==> src/rtl/mem_port_arbiter_if.sv <==
// mem_port_arbiter_if: request/response and memory-side signals of the shared memory port.
//   Requester side : if_* (instruction fetch), ls_* (load/store), flush_i, hlt_i
//   Memory side    : mem_en_o, mem_write_o, mem_addr_o, mem_wdata_o, mem_rdata_i
//   slave modport  : the arbiter's view (consumes requests, drives grants and memory)
//   master modport : the surrounding pipeline/memory view
interface mem_port_arbiter_if #(
    parameter int unsigned ADDR  = 16,
    parameter int unsigned W_OPR = 32
);
    logic              if_req_i;
    logic [ADDR-1:0]   if_addr_i;
    logic              if_gnt_o;
    logic              if_rvalid_o;
    logic [W_OPR-1:0]  if_rdata_o;
    logic              ls_req_i;
    logic              ls_write_i;
    logic [ADDR-1:0]   ls_addr_i;
    logic [W_OPR-1:0]  ls_wdata_i;
    logic              ls_gnt_o;
    logic              ls_rvalid_o;
    logic [W_OPR-1:0]  ls_rdata_o;
    logic              flush_i;
    logic              hlt_i;
    logic              mem_en_o;
    logic              mem_write_o;
    logic [ADDR-1:0]   mem_addr_o;
    logic [W_OPR-1:0]  mem_wdata_o;
    logic [W_OPR-1:0]  mem_rdata_i;

    modport slave (
        input  if_req_i, if_addr_i, ls_req_i, ls_write_i, ls_addr_i, ls_wdata_i,
               flush_i, hlt_i, mem_rdata_i,
        output if_gnt_o, if_rvalid_o, if_rdata_o, ls_gnt_o, ls_rvalid_o, ls_rdata_o,
               mem_en_o, mem_write_o, mem_addr_o, mem_wdata_o
    );

    modport master (
        output if_req_i, if_addr_i, ls_req_i, ls_write_i, ls_addr_i, ls_wdata_i,
               flush_i, hlt_i, mem_rdata_i,
        input  if_gnt_o, if_rvalid_o, if_rdata_o, ls_gnt_o, ls_rvalid_o, ls_rdata_o,
               mem_en_o, mem_write_o, mem_addr_o, mem_wdata_o
    );
endinterface

==> src/rtl/mem_port_arbiter.sv <==
// mem_port_arbiter: shares one synchronous (1-cycle read latency) memory port between
// instruction fetch and load/store. Load/store has priority; after STARVE_MAX consecutive
// denials of an eligible fetch, fetch is forced through. Read returns are tagged with the
// owner of the previous cycle's grant.
//   clk   : clock
//   reset : asynchronous active-low reset
//   bus   : mem_port_arbiter_if.slave (requests, grants, responses, memory drive)
module mem_port_arbiter #(
    parameter int unsigned ADDR       = 16,
    parameter int unsigned W_OPR      = 32,
    parameter int unsigned STARVE_MAX = 4
) (
    input logic               clk,
    input logic               reset,
    mem_port_arbiter_if.slave bus
);
    localparam logic [3:0] StarveMax = 4'(STARVE_MAX);

    typedef enum logic [1:0] {OwnNone, OwnIf, OwnLs} owner_e;

    owner_e           r_owner, w_owner_d;
    logic [3:0]       r_starve_cnt, w_starve_cnt_d;
    logic             r_halted, w_halted_d;

    logic             w_if_ok;
    logic             w_force;
    logic             w_if_gnt;
    logic             w_ls_gnt;
    logic             w_mem_write;
    logic [ADDR-1:0]  w_mem_addr;
    logic [W_OPR-1:0] w_mem_wdata;

    // Arbitration. Grants are qualified by reset so nothing is granted while it is held low.
    always_comb begin
        w_if_ok  = reset & bus.if_req_i & ~bus.flush_i & ~r_halted & ~bus.hlt_i;
        w_force  = (r_starve_cnt == StarveMax) & w_if_ok;
        w_ls_gnt = reset & bus.ls_req_i & ~w_force;
        w_if_gnt = w_if_ok & ~w_ls_gnt;
    end

    always_comb begin
        w_mem_write = 1'b0;
        w_mem_addr  = '0;
        w_mem_wdata = '0;
        if (w_ls_gnt) begin
            w_mem_write = bus.ls_write_i;
            w_mem_addr  = bus.ls_addr_i;
            w_mem_wdata = bus.ls_wdata_i;
        end else if (w_if_gnt) begin
            w_mem_addr  = bus.if_addr_i;
        end
    end

    always_comb begin
        w_starve_cnt_d = '0;
        w_owner_d      = OwnNone;
        w_halted_d     = r_halted | bus.hlt_i;
        // Only a fetch that was eligible yet denied counts toward starvation.
        if (w_if_ok && !w_if_gnt) begin
            w_starve_cnt_d = (r_starve_cnt == StarveMax) ? r_starve_cnt : r_starve_cnt + 4'd1;
        end
        // Stores produce no response, so they leave the owner at NONE.
        if (w_ls_gnt && !bus.ls_write_i) begin
            w_owner_d = OwnLs;
        end else if (w_if_gnt) begin
            w_owner_d = OwnIf;
        end
    end

    always_ff @(posedge clk or negedge reset) begin
        if (!reset) begin
            r_owner      <= OwnNone;
            r_starve_cnt <= '0;
            r_halted     <= 1'b0;
        end else begin
            r_owner      <= w_owner_d;
            r_starve_cnt <= w_starve_cnt_d;
            r_halted     <= w_halted_d;
        end
    end

    always_comb begin
        bus.if_gnt_o    = w_if_gnt;
        bus.ls_gnt_o    = w_ls_gnt;
        bus.mem_en_o    = w_if_gnt | w_ls_gnt;
        bus.mem_write_o = w_mem_write;
        bus.mem_addr_o  = w_mem_addr;
        bus.mem_wdata_o = w_mem_wdata;
        bus.ls_rvalid_o = (r_owner == OwnLs);
        bus.ls_rdata_o  = (r_owner == OwnLs) ? bus.mem_rdata_i : '0;
        // A flush in the return cycle drops the fetch data; the port was already freed.
        bus.if_rvalid_o = (r_owner == OwnIf) & ~bus.flush_i;
        bus.if_rdata_o  = ((r_owner == OwnIf) && !bus.flush_i) ? bus.mem_rdata_i : '0;
    end
endmodule
==> src/flat_wrapper.sv <==
// flat-port wrapper written by rule: the top's interface ports become plain ports
module mem_port_arbiter_flat 
#(
    parameter int unsigned ADDR       = 16,
    parameter int unsigned W_OPR      = 32,
    parameter int unsigned STARVE_MAX = 4
)
  (clk, reset, bus_if_req_i, bus_if_addr_i, bus_ls_req_i, bus_ls_write_i, bus_ls_addr_i, bus_ls_wdata_i, bus_flush_i, bus_hlt_i, bus_mem_rdata_i, bus_if_gnt_o, bus_if_rvalid_o, bus_if_rdata_o, bus_ls_gnt_o, bus_ls_rvalid_o, bus_ls_rdata_o, bus_mem_en_o, bus_mem_write_o, bus_mem_addr_o, bus_mem_wdata_o);
  mem_port_arbiter_if #(.ADDR(ADDR), .W_OPR(W_OPR)) bus_i ();
  input logic clk;
  input logic reset;
  input wire logic [$bits(bus_i.if_req_i)-1:0] bus_if_req_i;
  input wire logic [$bits(bus_i.if_addr_i)-1:0] bus_if_addr_i;
  input wire logic [$bits(bus_i.ls_req_i)-1:0] bus_ls_req_i;
  input wire logic [$bits(bus_i.ls_write_i)-1:0] bus_ls_write_i;
  input wire logic [$bits(bus_i.ls_addr_i)-1:0] bus_ls_addr_i;
  input wire logic [$bits(bus_i.ls_wdata_i)-1:0] bus_ls_wdata_i;
  input wire logic [$bits(bus_i.flush_i)-1:0] bus_flush_i;
  input wire logic [$bits(bus_i.hlt_i)-1:0] bus_hlt_i;
  input wire logic [$bits(bus_i.mem_rdata_i)-1:0] bus_mem_rdata_i;
  output wire logic [$bits(bus_i.if_gnt_o)-1:0] bus_if_gnt_o;
  output wire logic [$bits(bus_i.if_rvalid_o)-1:0] bus_if_rvalid_o;
  output wire logic [$bits(bus_i.if_rdata_o)-1:0] bus_if_rdata_o;
  output wire logic [$bits(bus_i.ls_gnt_o)-1:0] bus_ls_gnt_o;
  output wire logic [$bits(bus_i.ls_rvalid_o)-1:0] bus_ls_rvalid_o;
  output wire logic [$bits(bus_i.ls_rdata_o)-1:0] bus_ls_rdata_o;
  output wire logic [$bits(bus_i.mem_en_o)-1:0] bus_mem_en_o;
  output wire logic [$bits(bus_i.mem_write_o)-1:0] bus_mem_write_o;
  output wire logic [$bits(bus_i.mem_addr_o)-1:0] bus_mem_addr_o;
  output wire logic [$bits(bus_i.mem_wdata_o)-1:0] bus_mem_wdata_o;
  assign bus_i.if_req_i = bus_if_req_i;
  assign bus_i.if_addr_i = bus_if_addr_i;
  assign bus_i.ls_req_i = bus_ls_req_i;
  assign bus_i.ls_write_i = bus_ls_write_i;
  assign bus_i.ls_addr_i = bus_ls_addr_i;
  assign bus_i.ls_wdata_i = bus_ls_wdata_i;
  assign bus_i.flush_i = bus_flush_i;
  assign bus_i.hlt_i = bus_hlt_i;
  assign bus_i.mem_rdata_i = bus_mem_rdata_i;
  assign bus_if_gnt_o = bus_i.if_gnt_o;
  assign bus_if_rvalid_o = bus_i.if_rvalid_o;
  assign bus_if_rdata_o = bus_i.if_rdata_o;
  assign bus_ls_gnt_o = bus_i.ls_gnt_o;
  assign bus_ls_rvalid_o = bus_i.ls_rvalid_o;
  assign bus_ls_rdata_o = bus_i.ls_rdata_o;
  assign bus_mem_en_o = bus_i.mem_en_o;
  assign bus_mem_write_o = bus_i.mem_write_o;
  assign bus_mem_addr_o = bus_i.mem_addr_o;
  assign bus_mem_wdata_o = bus_i.mem_wdata_o;
  mem_port_arbiter #(.ADDR(ADDR), .W_OPR(W_OPR), .STARVE_MAX(STARVE_MAX)) u_core (.clk(clk), .reset(reset), .bus(bus_i));
endmodule
==> config.mk <==
export PLATFORM = sky130hd
export DESIGN_NAME = mem_port_arbiter_flat
export DESIGN_NICKNAME = d
export VERILOG_FILES = /design/src/rtl/mem_port_arbiter_if.sv /design/src/rtl/mem_port_arbiter.sv /design/src/flat_wrapper.sv
export SDC_FILE = /design/constraint.sdc
export NUM_CORES = 1
export LEC_CHECK = 0
export ABC_CLOCK_PERIOD_IN_PS = 5000
export CAP_MARGIN = 25
export CORE_AREA = 2 2 87 89
export CTS_CLUSTER_SIZE = 16
export DETAILED_ROUTE_END_ITERATION = 10
export DIE_AREA = 0 0 89 91
export PLACE_DENSITY = 0.69
export SLEW_MARGIN = 15
export SYNTH_ARGS = -nofsm -noshare
export SYNTH_HDL_FRONTEND = slang
export SYNTH_SLANG_ARGS = --single-unit
==> constraint.sdc <==
create_clock -name clk -period 5 [get_ports clk]
set_clock_uncertainty 0.15 [all_clocks]
set_input_delay 1 -clock clk [delete_from_list [all_inputs] [get_ports clk]]
set_output_delay 1 -clock clk [all_outputs]
set_load 0.02 [all_outputs]
== Word-level counts from Yosys, hierarchy flattened ==
Index checks and enable logic that the tools add are counted.

* Register bits after elaboration: 7
* Output and inout bits: 118
* Logic and storage cells: 40

* $add $sub $neg: 1
* Eq/ne operators: 4
* Multiplexer cells: 10
* Bitwise logic cells: 16
* Reduce and logical (&&, ||, !) cells: 6

{| class="wikitable"
|+ Operators by type and width
! cell !! count
|-
| 32-bit 2-to-1 mux || 3
|-
| 16-bit 2-to-1 mux || 2
|-
| 1-bit bitwise AND || 9
|-
| 4-bit 2-to-1 mux || 2
|-
| 1-bit inverter || 5
|-
| 4-bit by 1-bit adder with 4-bit output (second input constant) || 1
|-
| 4-bit by 3-bit equality test with 1-bit output (second input constant) || 1
|-
| 1-bit logical AND || 3
|-
| 1-bit logical NOT || 3
|-
| 2-bit by 1-bit equality test with 1-bit output (second input constant) || 1
|-
| 2-bit equality test (second input constant) || 1
|-
| 1-bit 2-to-1 mux || 2
|-
| 2-bit 2-to-1 mux || 1
|-
| 2-bit != test (second input constant) || 1
|-
| 1-bit bitwise OR || 2
|}

== Logic depth before layout (Yosys ltp) ==
* Depth in word-level cells: 12
* Gate-level depth with buffers: 6

== Worst setup path after synthesis ==
No wires, ideal clock.

* Kind: input-to-output
* Start point: input bus_flush_i
* End point: output bus_mem_addr_o[10]
* Arrival: 2.353 ns
* Data required time: 3.850 ns
* Path slack: 1.497 ns
* Stages: 4
* Cell sequence: or4b_4 -> a211oi_4 -> buf_4 -> a22o_1

* Cells in the longest elaborated chain, start to end: 11

{| class="wikitable"
|+ RTL lines
! element !! RTL line !! RTL
|-
| from (decl) || flat_wrapper.sv:18 || <nowiki>input wire logic [$bits(bus_i.flush_i)-1:0] bus_flush_i;</nowiki>
|-
| 1-bit inverter * || mem_port_arbiter.sv:35 || <nowiki>w_if_ok = reset & bus.if_req_i & ~bus.flush_i & ~r_halted & ~bus.hlt_i;</nowiki>
|-
| 1-bit bitwise AND * (3 in a row) || mem_port_arbiter.sv:35 ||
|-
| 1-bit bitwise AND || mem_port_arbiter.sv:36 || <nowiki>w_force = (r_starve_cnt == StarveMax) & w_if_ok;</nowiki>
|-
| 1-bit inverter || mem_port_arbiter.sv:37 || <nowiki>w_ls_gnt = reset & bus.ls_req_i & ~w_force;</nowiki>
|-
| 1-bit bitwise AND || mem_port_arbiter.sv:37 ||
|-
| 1-bit inverter || mem_port_arbiter.sv:38 || <nowiki>w_if_gnt = w_if_ok & ~w_ls_gnt;</nowiki>
|-
| 1-bit bitwise AND * || mem_port_arbiter.sv:38 ||
|-
| named net bus_if_gnt_o || flat_wrapper.sv:21 || <nowiki>output wire logic [$bits(bus_i.if_gnt_o)-1:0] bus_if_gnt_o;</nowiki>
|-
| 16-bit 2-to-1 mux * || mem_port_arbiter.sv:49 || <nowiki>end else if (w_if_gnt) begin</nowiki>
|-
| 16-bit 2-to-1 mux * || mem_port_arbiter.sv:45 || <nowiki>if (w_ls_gnt) begin</nowiki>
|-
| to (decl) || flat_wrapper.sv:29 || <nowiki>output wire logic [$bits(bus_i.mem_addr_o)-1:0] bus_mem_addr_o;</nowiki>
|}

Mark *: on every way through the listed nets, which the timed path passes. The rest lies on a longest branch.

== Final worst setup path ==
* Start point: input bus_flush_i
* End point: output bus_mem_addr_o[3]

* Cells in the longest elaborated chain, start to end: 11

{| class="wikitable"
|+ RTL lines
! element !! RTL line
|-
| 1-bit inverter * || mem_port_arbiter.sv:35
|-
| 1-bit bitwise AND * (3 in a row) || mem_port_arbiter.sv:35
|-
| 1-bit bitwise AND || mem_port_arbiter.sv:36
|-
| 1-bit inverter || mem_port_arbiter.sv:37
|-
| 1-bit bitwise AND || mem_port_arbiter.sv:37
|-
| 1-bit inverter || mem_port_arbiter.sv:38
|-
| 1-bit bitwise AND || mem_port_arbiter.sv:38
|-
| 16-bit 2-to-1 mux || mem_port_arbiter.sv:49
|-
| 16-bit 2-to-1 mux * || mem_port_arbiter.sv:45
|}

Mark *: on every way between the ends. The rest lies on a longest branch, timed or not.

==> results by group <==
Layout
  • Layout Cell Area excl Fill: 0.00353 mm^2
  • Area of the multi-input gates: 936 um^2
  • Fraction of layout cells with a size suffix above 1: 3.47%
  • Fillers: 690
  • Sequential cell area: 175 um^2
  • Area grow syn2layout: 194%
  • Antenna cells: 0
  • Post-layout net count: 481

CTS
  • TritonCTS Buffers: 3
  • Post-CTS Setup Repair Bufs: 0
  • Number of sinks driven by the clock tree: 7
  • Post-cts resize count: 0
  • Number of levels in the clock H-tree: 1
  • TritonCTS clock tree: done
  • CTS Hold Bufs: 0
  • Clock insertion delay at the later pin of the skew report: 0.23 ns
  • Root buffer cell: clkbuf_8
  • Maximum number of buffers from clock root to sink: 2
  • Clock transition at the registers of the reported paths: 0.04 ns

Worst hold path
  • Hold Path End: u_core.r_halted
  • Launch point of the worst hold path: u_core.r_halted
  • Hold path cells: 1
  • Hold Crit Class: flip-flop to flip-flop

Floorplan
  • Initial Util: 16.8%
  • Die footprint: 0.00810 mm^2
  • Core box area: 0.00714 mm^2
  • Vertical extent of the die: 91 um
  • I/O pin count: 221
  • Count of standard-cell rows: 31
  • Die width: 89 um

Route
  • Routed wire length: 5.85 mm
  • Number of DRC violations after detailed-routing iteration 0: 31
  • Post-DRT Antenna Nets: 0
  • Average routed wire per standard cell: 12.4 um
  • First-pass iteration count of the detailed router: 2
  • Via-per-instance ratio: 3.93
  • # DRC: 0
  • Number of vias after detailed routing: 1862

Global route
  • GR met1 Demand/Resource: 11.5%
  • Busiest layer in global routing: met2
  • Number of antenna violations at the first check in global routing: 0
  • Maximum number of pins on one net before global-route repair: 52
  • Fraction of met3 tracks used by global routing: 4.91%
  • First-pass GRT wire length: 8.60 mm
  • Total routing resource utilization after global routing: 13.2%
  • Number of global-route vias before repair: 1891
  • Remaining global-route overflow: 0
  • GRT met2 Usage: 26.9%

Status
  • Outcome: finished clean

Run
  • Maximum capacitance violations: 0

Pwr
  • Net switching component of the power: 0.0922 mW
  • Switching portion of total power: 28.4%
  • Leak: 1.36 nW
  • Pwr Density: 92.1 mW/mm^2
  • Part of the power in the clock network: 24.2%
  • Pint: 0.233 mW
  • Worst-case vdd ir drop: 0.0452 mV
  • Sequential cell fraction of total power: 17.7%
  • Logic gate share of total power: 58.2%

Place
  • Post-detailed-placement half-perimeter wirelength: 5.06 mm
  • Routability congestion estimate from global placement: 0.751
  • Count of buffers inserted at the top-level ports: 220
  • Post-detailed-placement cell area: 0.00348 mm^2

Yosys
  • Netlist Area Pre-Place: 0.00120 mm^2
  • Distinct cells, synth: 23
  • Area share of the largest cell type after synthesis: 51.0%
  • Number of flops mapped to enable cells by yosys: 0
  • Most common cell in the synthesized netlist: and2_1
  • Cell type with the largest total area after synthesis: and2_1
  • Instance count of the mapped netlist: 159
  • Ys async rst share: 100%
  • Average instance area after synthesis: 7.55 um^2
  • List of most frequent post-synthesis cells: and2_1, a22o_1, dfrtp_1
  • Synthesized Nets: 264
  • Post-synth top flop: dfrtp_1
  • Total number of yosys warnings: 0
  • Sequential-to-total area share from yosys stat: 14.6%
  • Register bit count reported by yosys: 7
  • Area contributors post-synth: and2_1, dfrtp_1, a22o_1, buf_6, ha_1

Timing
  • Final critical delay including setup and external delays: 4.50 ns
  • Max Clk Rate: 222 MHz
  • Unrepaired setup endpoints after global routing: no
  • Final hold violations: 0
  • Max-slew violation total from the final report: 0
  • Worst-Margin Slew: 0.408 ns
  • Period utilisation layout: 89.9%
  • Final setup violation count: 0
  • TNS Setup: 0 ns
  • Relative slew margins: 72.8%

Worst setup path
  • Highest fanout seen on the critical path: 51
  • Depth of the most critical reg-to-reg path: 3
  • Worst-path cell with the longest stage delay: or4b_4
  • Critical Path, Cell by Cell: clkdlybuf4s50_1 > or4b_4 > o31a_4 > a22o_1 > clkdlybuf4s50_1
  • Longest individual stage delay on the worst path: 0.60 ns
  • Critical Path Source Type: input port
  • Critical Setup Path Class: input port to output port
  • Slack of the worst reg-to-reg path: 3.07 ns
  • Nature of the critical path endpoint: output port
  • Reg2Reg Capture Point: u_core.r_owner[1]
  • Critical path required time: 3.85 ns
  • Reg-to-reg startpoint: u_core.r_halted
  • Worst path most repeated cell: clkdlybuf4s50_1
  • Arrival time at the worst endpoint: 3.35 ns
## routing by layer
layer	up-vias	routed length, um
met5	-	0
met4	0	78
met3	6	857
met2	140	3060
met1	772	1860
li1	944	-
## cell families (layout without fill, tap and decap cells)
family	Yosys count	in the layout	synth area share (%)
compound gates	19	19	15.4
xor+xnor	2	2	1.46
fa+ha+maj	2	2	2.08
buf+inv	16	232	7.92
flops	7	7	14.6
simple gates	113	113	58.5
## state kept, by name (all words and copies together) (netlist names)
signal and count:
u_core.r_halted 1, u_core.r_owner 2, u_core.r_starve_cnt 4
## critical path, delay by kind of cell
family	cells	cell delay, ns
buffers and inverters	2	0.98
AO/OA/AOI/OAI	2	0.76
AND/OR/NAND/NOR	1	0.60
## cell type report
class                           instances  share of cell area [%]
Multi-Input combinational cell        136                    26.5
Timing Repair Buffer                  224                    63.3
Clock inverter                          1                   0.142
Clock buffer                            3                    1.17
Sequential cell                         7                    4.96
Inverter                                4                   0.426
Tap cell                               99                    3.51
## layout by cell type, fill, tap and decap left out
cell	count
o31a_4	1
nor3b_2	1
clkinv_2	1
ha_1	2
and2_1	98
or4b_4	1
a211oi_4	1
or2_2	1
inv_1	4
nand3b_1	1
a22o_1	16
nor3_1	4
or2_1	1
nand3_1	1
dfrtp_1	7
nand2_1	3
xor2_1	1
clkbuf_8	3
xnor2_1	1
a211oi_1	1
buf_4	4
clkdlybuf4s50_1	220
nor2b_1	2
## worst max path at each step
stage                      startpoint                  to  slack (ns)
final                     bus_flush_i   bus_mem_addr_o[3]        0.50
after floorplan           bus_flush_i  bus_mem_addr_o[10]        1.50
after CTS                 bus_flush_i   bus_mem_addr_o[1]        0.49
after global routing      bus_flush_i   bus_mem_addr_o[6]        0.40
after detailed placement  bus_flush_i  bus_mem_addr_o[11]        0.50
after global placement    bus_flush_i   bus_mem_addr_o[1]        0.51
## power groups by stage
stage          clock [mW]  combinational, mW  sequential [mW]
2_1_floorplan           0             0.0610           0.0581
3_3_place_gp            0              0.189           0.0582
3_5_place_dp            0              0.191           0.0582
4_1_cts            0.0812              0.191           0.0574
5_1_grt            0.0863              0.202           0.0574
6_report           0.0785              0.189           0.0574
## metrics by stage
step | worst slack (ns) | power [mW] | util, % | hold slack, ns | instances
after detailed placement | 0.499 | 0.249 | 48.8 | 0.322 | 470
after CTS | 0.490 | 0.330 | 49.4 | 0.333 | 474
after floorplan | 1.50 | 0.119 | - | 0.292 | 159
after global routing | 0.402 | 0.345 | 49.4 | 0.368 | 474
final | 0.503 | 0.325 | 49.4 | 0.324 | 474
after global placement | 0.513 | 0.247 | 48.8 | 0.310 | 470
Note: power is estimated with default switching activity, not from simulation.
